<file path="src/rtl/sync_tx_pkg.sv">
// rtl/sync_tx_pkg.sv - shared types and constants for the sync burst transmitter
// Purpose: FSM state encoding, {k,j} symbol codes and default burst geometry.
// Ports: none (package).
package sync_tx_pkg;

  typedef enum logic [1:0] {
    ST_IDLE = 2'd0,
    ST_SYNC = 2'd1,
    ST_GAP  = 2'd2,
    ST_DONE = 2'd3
  } state_e;

  // Symbol codes as {k,j}
  localparam logic [1:0] SYM_K = 2'b10;
  localparam logic [1:0] SYM_J = 2'b01;

  localparam int DEF_SYNC_LEN = 8;
  localparam int DEF_GAP_LEN  = 2;
  localparam int DEF_CNT_W    = 4;

endpackage

</file>
<file path="src/rtl/sync_tx_if.sv">
// rtl/sync_tx_if.sv - request and symbol-stream bundle of the sync transmitter
// Purpose: groups burst request (start/inj_err/inj_pos) and transmitter outputs.
// Ports (master = requester/observer, slave = sync_tx):
//   start, inj_err, inj_pos : master -> slave
//   k, j, en, busy, done    : slave -> master
interface sync_tx_if
  import sync_tx_pkg::*;
#(
  parameter int CNT_W = DEF_CNT_W
);

  logic             start;
  logic             inj_err;
  logic [CNT_W-1:0] inj_pos;
  logic             k;
  logic             j;
  logic             en;
  logic             busy;
  logic             done;

  modport master (
    output start, inj_err, inj_pos,
    input  k, j, en, busy, done
  );

  modport slave (
    input  start, inj_err, inj_pos,
    output k, j, en, busy, done
  );

endinterface

</file>
<file path="src/rtl/sync_pattern_gen.sv">
// rtl/sync_pattern_gen.sv - combinational K/J sync symbol generator
// Purpose: maps a burst symbol index and an invert flag to a one-hot {k,j} code.
//   Nominal symbol is K on even indices and on the final index, J otherwise.
// Ports:
//   idx_i  in  CNT_W  symbol index within the burst
//   inv_i  in  1      swap K<->J for this symbol (error injection)
//   sym_o  out 2      {k,j}
module sync_pattern_gen
  import sync_tx_pkg::*;
#(
  parameter int SYNC_LEN = DEF_SYNC_LEN,
  parameter int CNT_W    = DEF_CNT_W
) (
  input  logic [CNT_W-1:0] idx_i,
  input  logic             inv_i,
  output logic [1:0]       sym_o
);

  localparam logic [CNT_W-1:0] LAST_IDX = CNT_W'(SYNC_LEN - 1);

  logic is_last;
  logic k_nom;

  assign is_last = (idx_i == LAST_IDX);
  // Alternating K,J... with the final pair forced to K,K
  assign k_nom   = ~idx_i[0] | is_last;
  assign sym_o   = (k_nom ^ inv_i) ? SYM_K : SYM_J;

endmodule

</file>
<file path="src/rtl/sync_tx.sv">
// rtl/sync_tx.sv - K/J sync burst transmitter with single-symbol error injection
// Purpose: on each accepted start emits SYNC_LEN sync symbols, GAP_LEN idle-J
//   cycles with en=1, then a one-cycle done pulse; all outputs registered.
// Ports:
//   clk_i   in  1  clock, rising edge
//   rst_ni  in  1  asynchronous active-low reset
//   bus     sync_tx_if.slave  start/inj_err/inj_pos in, k/j/en/busy/done out
module sync_tx
  import sync_tx_pkg::*;
#(
  parameter int SYNC_LEN = DEF_SYNC_LEN,
  parameter int GAP_LEN  = DEF_GAP_LEN,
  parameter int CNT_W    = DEF_CNT_W
) (
  input  logic     clk_i,
  input  logic     rst_ni,
  sync_tx_if.slave bus
);

  localparam logic [CNT_W-1:0] LAST_SYM = CNT_W'(SYNC_LEN - 1);
  localparam logic [CNT_W-1:0] LAST_GAP = CNT_W'(GAP_LEN - 1);

  state_e           state_q;
  logic [CNT_W-1:0] cnt_q;
  logic             inj_err_q;
  logic [CNT_W-1:0] inj_pos_q;
  logic             k_q, j_q, en_q, busy_q, done_q;

  logic [CNT_W-1:0] cnt_inc;
  logic [CNT_W-1:0] sym_idx_d;
  logic             sym_inv_d;
  logic [1:0]       sym_d;

  // Outputs are registered, so the symbol loaded at an edge is the one for the
  // index that becomes current after that edge. From IDLE that is index 0 and
  // the injection request is taken straight from the bus (it is latched at the
  // same edge).
  always_comb begin
    cnt_inc   = cnt_q + 1'b1;
    sym_idx_d = '0;
    sym_inv_d = 1'b0;
    if (state_q == ST_IDLE) begin
      sym_idx_d = '0;
      sym_inv_d = bus.inj_err && (bus.inj_pos == '0);
    end else begin
      sym_idx_d = cnt_inc;
      sym_inv_d = inj_err_q && (inj_pos_q == cnt_inc);
    end
  end

  sync_pattern_gen #(
    .SYNC_LEN (SYNC_LEN),
    .CNT_W    (CNT_W)
  ) u_pattern (
    .idx_i (sym_idx_d),
    .inv_i (sym_inv_d),
    .sym_o (sym_d)
  );

  always_ff @(posedge clk_i or negedge rst_ni) begin
    if (!rst_ni) begin
      state_q   <= ST_IDLE;
      cnt_q     <= '0;
      inj_err_q <= 1'b0;
      inj_pos_q <= '0;
      k_q       <= 1'b0;
      j_q       <= 1'b1;
      en_q      <= 1'b0;
      busy_q    <= 1'b0;
      done_q    <= 1'b0;
    end else begin
      case (state_q)
        ST_IDLE: begin
          if (bus.start) begin
            state_q      <= ST_SYNC;
            cnt_q        <= '0;
            inj_err_q    <= bus.inj_err;
            inj_pos_q    <= bus.inj_pos;
            {k_q, j_q}   <= sym_d;
            en_q         <= 1'b1;
            busy_q       <= 1'b1;
          end
        end
        ST_SYNC: begin
          if (cnt_q == LAST_SYM) begin
            state_q    <= ST_GAP;
            cnt_q      <= '0;
            {k_q, j_q} <= SYM_J;
          end else begin
            cnt_q      <= cnt_inc;
            {k_q, j_q} <= sym_d;
          end
        end
        ST_GAP: begin
          if (cnt_q == LAST_GAP) begin
            state_q <= ST_DONE;
            cnt_q   <= '0;
            en_q    <= 1'b0;
            done_q  <= 1'b1;
          end else begin
            cnt_q <= cnt_inc;
          end
        end
        ST_DONE: begin
          state_q   <= ST_IDLE;
          done_q    <= 1'b0;
          busy_q    <= 1'b0;
          inj_err_q <= 1'b0;
        end
        default: begin
          // Unreachable encodings fall back to the idle line state
          state_q    <= ST_IDLE;
          cnt_q      <= '0;
          inj_err_q  <= 1'b0;
          {k_q, j_q} <= SYM_J;
          en_q       <= 1'b0;
          busy_q     <= 1'b0;
          done_q     <= 1'b0;
        end
      endcase
    end
  end

  assign bus.k    = k_q;
  assign bus.j    = j_q;
  assign bus.en   = en_q;
  assign bus.busy = busy_q;
  assign bus.done = done_q;

endmodule
</file>
<file path="src/flat_wrapper.sv">
// flat-port wrapper written by rule: the top's interface ports become plain ports
module sync_tx_flat import sync_tx_pkg::*;
#(
  parameter int SYNC_LEN = DEF_SYNC_LEN,
  parameter int GAP_LEN  = DEF_GAP_LEN,
  parameter int CNT_W    = DEF_CNT_W
)
  (clk_i, rst_ni, bus_start, bus_inj_err, bus_inj_pos, bus_k, bus_j, bus_en, bus_busy, bus_done);
  sync_tx_if #(.CNT_W(CNT_W)) bus_i ();
  input  logic clk_i;
  input  logic rst_ni;
  input wire logic [$bits(bus_i.start)-1:0] bus_start;
  input wire logic [$bits(bus_i.inj_err)-1:0] bus_inj_err;
  input wire logic [$bits(bus_i.inj_pos)-1:0] bus_inj_pos;
  output wire logic [$bits(bus_i.k)-1:0] bus_k;
  output wire logic [$bits(bus_i.j)-1:0] bus_j;
  output wire logic [$bits(bus_i.en)-1:0] bus_en;
  output wire logic [$bits(bus_i.busy)-1:0] bus_busy;
  output wire logic [$bits(bus_i.done)-1:0] bus_done;
  assign bus_i.start = bus_start;
  assign bus_i.inj_err = bus_inj_err;
  assign bus_i.inj_pos = bus_inj_pos;
  assign bus_k = bus_i.k;
  assign bus_j = bus_i.j;
  assign bus_en = bus_i.en;
  assign bus_busy = bus_i.busy;
  assign bus_done = bus_i.done;
  sync_tx #(.SYNC_LEN(SYNC_LEN), .GAP_LEN(GAP_LEN), .CNT_W(CNT_W)) u_core (.clk_i(clk_i), .rst_ni(rst_ni), .bus(bus_i));
endmodule
</file>
<file path="config.mk">
export PLATFORM = sky130hd
export DESIGN_NAME = sync_tx_flat
export DESIGN_NICKNAME = d
export VERILOG_FILES = /design/src/rtl/sync_tx_pkg.sv /design/src/rtl/sync_tx_if.sv /design/src/rtl/sync_pattern_gen.sv /design/src/rtl/sync_tx.sv /design/src/flat_wrapper.sv
export SDC_FILE = /design/constraint.sdc
export NUM_CORES = 1
export LEC_CHECK = 0
export CAP_MARGIN = 20
export CORE_MARGIN = 2
export CORE_UTILIZATION = 45
export DETAILED_ROUTE_END_ITERATION = 6
export PLACE_DENSITY = 0.7
export SYNTH_ARGS = -nofsm -noshare
export SYNTH_HDL_FRONTEND = slang
export SYNTH_SLANG_ARGS = --single-unit
</file>
<file path="constraint.sdc">
create_clock -name clk_i -period 3.1 [get_ports clk_i]
set_input_delay 0.62 -clock clk_i [delete_from_list [all_inputs] [get_ports clk_i]]
set_output_delay 0.62 -clock clk_i [all_outputs]
set_load 0.02 [all_outputs]
</file>
* After elaboration in Yosys (flattened, before gate mapping) *
Index checks and enable logic that the tools add are counted.

operators by class
  equal/unequal tests = 10
  reductions and logical operators = 16
  bitwise operators = 3
  add/subtract/negate cells = 1
  multiplexer cells = 25

operator list
  operator             count
  $mux 4               4
  $pmux 1 s2           6
  $pmux 4 s3           1
  $reduce_and 2->1     5
  $mux 1               9
  $eq 4x3->1 const B   2
  $mux 2               4
  $pmux 2 s4           1
  $reduce_bool 2->1    4
  $reduce_and 3->1     2
  $add 4x1->4 const B  1
  $eq 2x2->1 const B   2
  $eq 4x1->1 const B   1
  $eq 4x4->1           1
  $logic_not 4->1      1
  $ne 2x1->1 const B   2
  $reduce_bool 3->1    1
  $eq 2x1->1 const B   1
  $logic_and 1x1->1    2
  $logic_not 2->1      1
  $ne 2x2->1 const B   1
  $not 1->1            1
  $or 1x1->1           1
  $xor 1x1->1          1

word-level totals
  register bits after elaboration = 16
  bits of input ports = 8
  output and inout bits = 5

* Logic depth before layout (Yosys ltp) *
  depth after elaboration = 8
  mapped depth = 8
  mapped depth without buffers = 7

* Cells and area by module *
Synthesis repeated with hierarchy kept, for this count alone.

unflattened totals
  cell total of the unflattened synthesis = 99
  area total of the unflattened synthesis = 999.7 um^2

modules (own cells, without submodules)
  module            sequential area each (um^2)  area each (um^2)  cells an instance  times used
  sync_tx           401.6                        949.7             93                 1
  sync_pattern_gen  0.0                          50.0              6                  1

* Worst setup path before layout *
OpenSTA, ideal clock, no wires.

  path kind = input port to flip-flop
  from = in bus_inj_pos[0]
  to = reg u_core.k_q (netlist: u_core.bus.k)
  stages = 5
  setup slack = 1220 ps
  library setup time = 118 ps
  data arrival time = 1762 ps
  path through = or4b_1 or3_1 o311ai_1 mux2i_1 a21o_1

on the way
  longest elaborated chain between the ends = 7

ends and longest elaborated chain
  what                              line                          RTL
  from (decl)                       flat_wrapper.sv:14            input wire logic [$bits(bus_i.inj_pos)-1:0] bus_inj_pos;
  $logic_not 4->1 (*)               sync_tx.sv:44                 sym_inv_d = bus.inj_err && (bus.inj_pos == '0);
  $logic_and 1x1->1 (*)             sync_tx.sv:44
  $mux 1 (*)                        sync_tx.sv:42                 if (state_q == ST_IDLE) begin
  $xor 1x1->1 (*)                   sync_pattern_gen.sv:27        assign sym_o = (k_nom ^ inv_i) ? SYM_K : SYM_J;
  $mux 2 (*)                        sync_pattern_gen.sv:27
  $mux 1, on equally long branches  sync_tx.sv:85, sync_tx.sv:74
  $pmux 1 s2 (*)                    sync_tx.sv:72                 case (state_q)
  to (signal assigned)              sync_tx.sv:79                 {k_q, j_q} <= sym_d;
  to (signal assigned)              sync_tx.sv:91                 {k_q, j_q} <= sym_d;
  to (decl)                         sync_tx.sv:27                 logic k_q, j_q, en_q, busy_q, done_q;

Every way passes the cells marked *; elsewhere a longest branch is shown, timed or not. The select of a mux whose other input is x is not followed.
A chain may end at the register's enable or synchronous reset.

* Final worst setup path *
  from = in bus_start
  to = reg u_core.k_q (netlist: u_core.bus.k)

on the way
  longest elaborated chain between the ends = 2

ends and longest elaborated chain
  what                               line                RTL
  from (decl)                        flat_wrapper.sv:12  input wire logic [$bits(bus_i.start)-1:0] bus_start;
  $ne 2x2->1 (no source line)        n/a
  $reduce_and 2->1 (no source line)  n/a

No other way between the ends.

==> results.ini <==
[outcome]
status = finished, final reports clean

[clock_tree]
cts.htree.levels = 1
postCtsSetupBuffers = 0
cts_buffers = 3
clock_sinks = 16
cts_hold_buf = 0
clk_transition_reported_paths_ps = 90
cts_tree = done
clockRootBuffer = clkbuf_4
ctsResizeCount = 0
clock_path_buffers = 2
clk-insertion-delay-late_ps = 300

[routing]
drt_iter0_drc = 20
via_count = 755
vias_per_cell = 5.355
firstDrtPassIters = 4
wl_per_cell_microns = 12.98
postRouteAntennaNets = 0
drc = 0
routed_wl_mm = 1.830

[cells_and_area]
final_cells = 141
layout.nets = 129
n_antenna_cell = 0
area.growth.synth_to_final_pct = 15.88
stdcell_area_sq_um = 1132
layout-drive-gt1-share = 0.09649

[timing]
fin_crit_sh = 0.6935
hold_violations = 0
rsz0062_at_grt = no
drv_slew = 0
finalSetupViolCount = 0
period_minus_slack_ps = 2150
worst_pin_slew_ps = 723.3
skew_ps = 8.232
fmax_ghz = 0.4651
maxSlewHeadroom = 0.5163
fin_setup_tns_ps = 0

[power]
seqPwrFrac = 0.350
p_comb_frac = 0.516
power.switching_w = 0.0004337
peakVddDrop_v = 0.0005620
p_clk_frac = 0.134
p_per_area_nw_per_um2 = 936.4
switching_share = 0.4090
p_int_w = 0.0006266
p_leak_nw = 0.4858

[setup_path]
reg2reg_slack_ps = 1000
required_ps = 3340
timing.rr.end = u_core.bus.k$_DFFE_PN0P_
arrival_ps = 2390
r2r-start = u_core.state_q[0]$_DFFE_PN0P_
crit_path_end_kind = flop
critical_path_class = input pin to flop
reg2regPathDepth = 7
cp-start-kind = input pin
worstPathMaxFanout = 8

[placement]
dp.cells = 137
dpl-instance-area_sq_um = 1096
numPortBuffers = 12
dpl.hpwl_mm = 1.394
gp_congestion = 0.7859

[worst_hold_path]
min_to = u_core.bus.j$_DFFE_PN1P_
worstHoldPathType = flop to flop
holdPathStages = 2
holdCritStartpoint = u_core.bus.j$_DFFE_PN1P_

[logic_synthesis]
yosys_most_used_dff = dfrtp_1
ys_top_cells_by_count = dfrtp_1 (15), nand2_1 (12), inv_1 (11), o21ai_0 (11), ha_1 (6)
synthCells = 102
yosys.area.top_type = dfrtp_1
async_flop_share = 1.000
post-synth-top-count-cell = dfrtp_1
synth_cell_types = 31
synth_area_sq_um = 977.2
seq_area_frac_synth = 0.4110
synth-seq-cells = 16
yosys-top-cells-area = dfrtp_1 (38%), ha_1 (7.7%), mux2_2 (5.8%)
synth_fp_nets = 116
synth_top_cell_area_share = 0.3841
synth_area_per_cell_sq_um = 9.580
ys_warn_count = 0
synth_edf_count = 0

[global_routing]
grt_max_degree = 17
grt_usage = 0.1676
grt_pass1_wl_mm = 3.222
overflow = 0
antenna_found_initial = 0
grt_pass1_vias = 760

[die]
fp.coreArea_sq_um = 2002
die_h_microns = 50.60
ioPinCount = 13
start_util = 0.4881
dieWidth_microns = 50.60
placementRows = 16
dieArea_sq_um = 2560

[run]
maxCapViolations = 0

==> metrics by stage <==
stage | hold WS, ps | total power [W] | util | setup WS (ps)
after floorplan | 324.4 | 0.0007749 | - | 1220
after global placement | 462.0 | 0.0009090 | 0.5475 | 679.7
after detailed placement | 476.9 | 0.0009262 | 0.5475 | 646.1
after CTS | 491.8 | 0.001074 | 0.5656 | 964.4
after global routing | 515.6 | 0.001149 | 0.5656 | 852.4
final | 483.5 | 0.001060 | 0.5656 | 950.1
==> cell type report <==
cell class	count	area (sq um)
flip-flops and latches	16	401.6
repair buffers	12	120.1
clock buffers	4	36.28
well taps	27	33.78
inverters	11	41.29
multi-input cells	71	499.2
fillers	189	869.6
==> placed cells by master (no fill, tap or decap), drive strengths merged, types with 2 or more instances in the layout <==
cell type / n
a21oi: 4
clkbuf: 4
clkdlybuf4s50: 12
dfrtp: 15
ha: 6
inv: 11
mux2: 5
mux2i: 4
nand2: 12
nand3: 2
nor2: 3
nor3: 3
o21ai: 11
or4b: 2
xnor2: 3
xor2: 3
==> power groups by stage <==
stage / clock [W] / combinational [W] / sequential [W]
6_report: 0.000142 / 0.000547 / 0.000371
5_1_grt: 0.000160 / 0.000606 / 0.000383
4_1_cts: 0.000149 / 0.000554 / 0.000371
3_5_place_dp: 0 / 0.000551 / 0.000375
3_3_place_gp: 0 / 0.000538 / 0.000371
2_1_floorplan: 0 / 0.000385 / 0.000390
==> layer usage <==
layer	GRT usage	wire length [microns]
met4	0.09459	42
met5	0	0
met1	0.2147	898
met2	0.2741	826
met3	0.01786	63
==> critical path, stage by stage <==
cell and delay [ps]:
clkdlybuf4s50_1 630, mux2i_1 170, a41oi_1 220, or4b_1 450, mux2i_1 190, a21o_1 100
==> worst max-delay path by stage <==
| stage | endpoint | start | slack [ps] | depth (start not counted) |
|---|---|---|---|---|
| after CTS | u_core.bus.k$_DFFE_PN0P_ | bus_start | 960 | 6 |
| final | u_core.bus.k$_DFFE_PN0P_ | bus_start | 950 | 6 |
| after global routing | u_core.bus.k$_DFFE_PN0P_ | bus_start | 850 | 6 |
| after global placement | u_core.bus.k$_DFFE_PN0P_ | bus_start | 680 | 6 |
| after floorplan | u_core.bus.k$_DFFE_PN0P_ | bus_inj_pos[0] | 1220 | 5 |
| after detailed placement | u_core.bus.k$_DFFE_PN0P_ | bus_start | 650 | 6 |
==> flip-flops by register name (all words and copies together) (netlist names) <==
register / cells
u_core.bus.j: 1
u_core.bus.k: 1
u_core.inj_err_q: 1
u_core.bus.en: 1
u_core.cnt_q: 4
u_core.bus.busy: 1
u_core.inj_pos_q: 4
u_core.state_q: 2
u_core.bus.done: 1
==> cell families after synthesis <==
kind of cell,after synthesis,synth area share
xor+xnor,6,0.05379
buf+inv,15,0.07810
compound gates,22,0.1357
simple gates,28,0.1460
fa+ha+maj,6,0.07682
mux,9,0.09859
flops,16,0.4110
No activity file was read; power rests on OpenSTA's default activity.
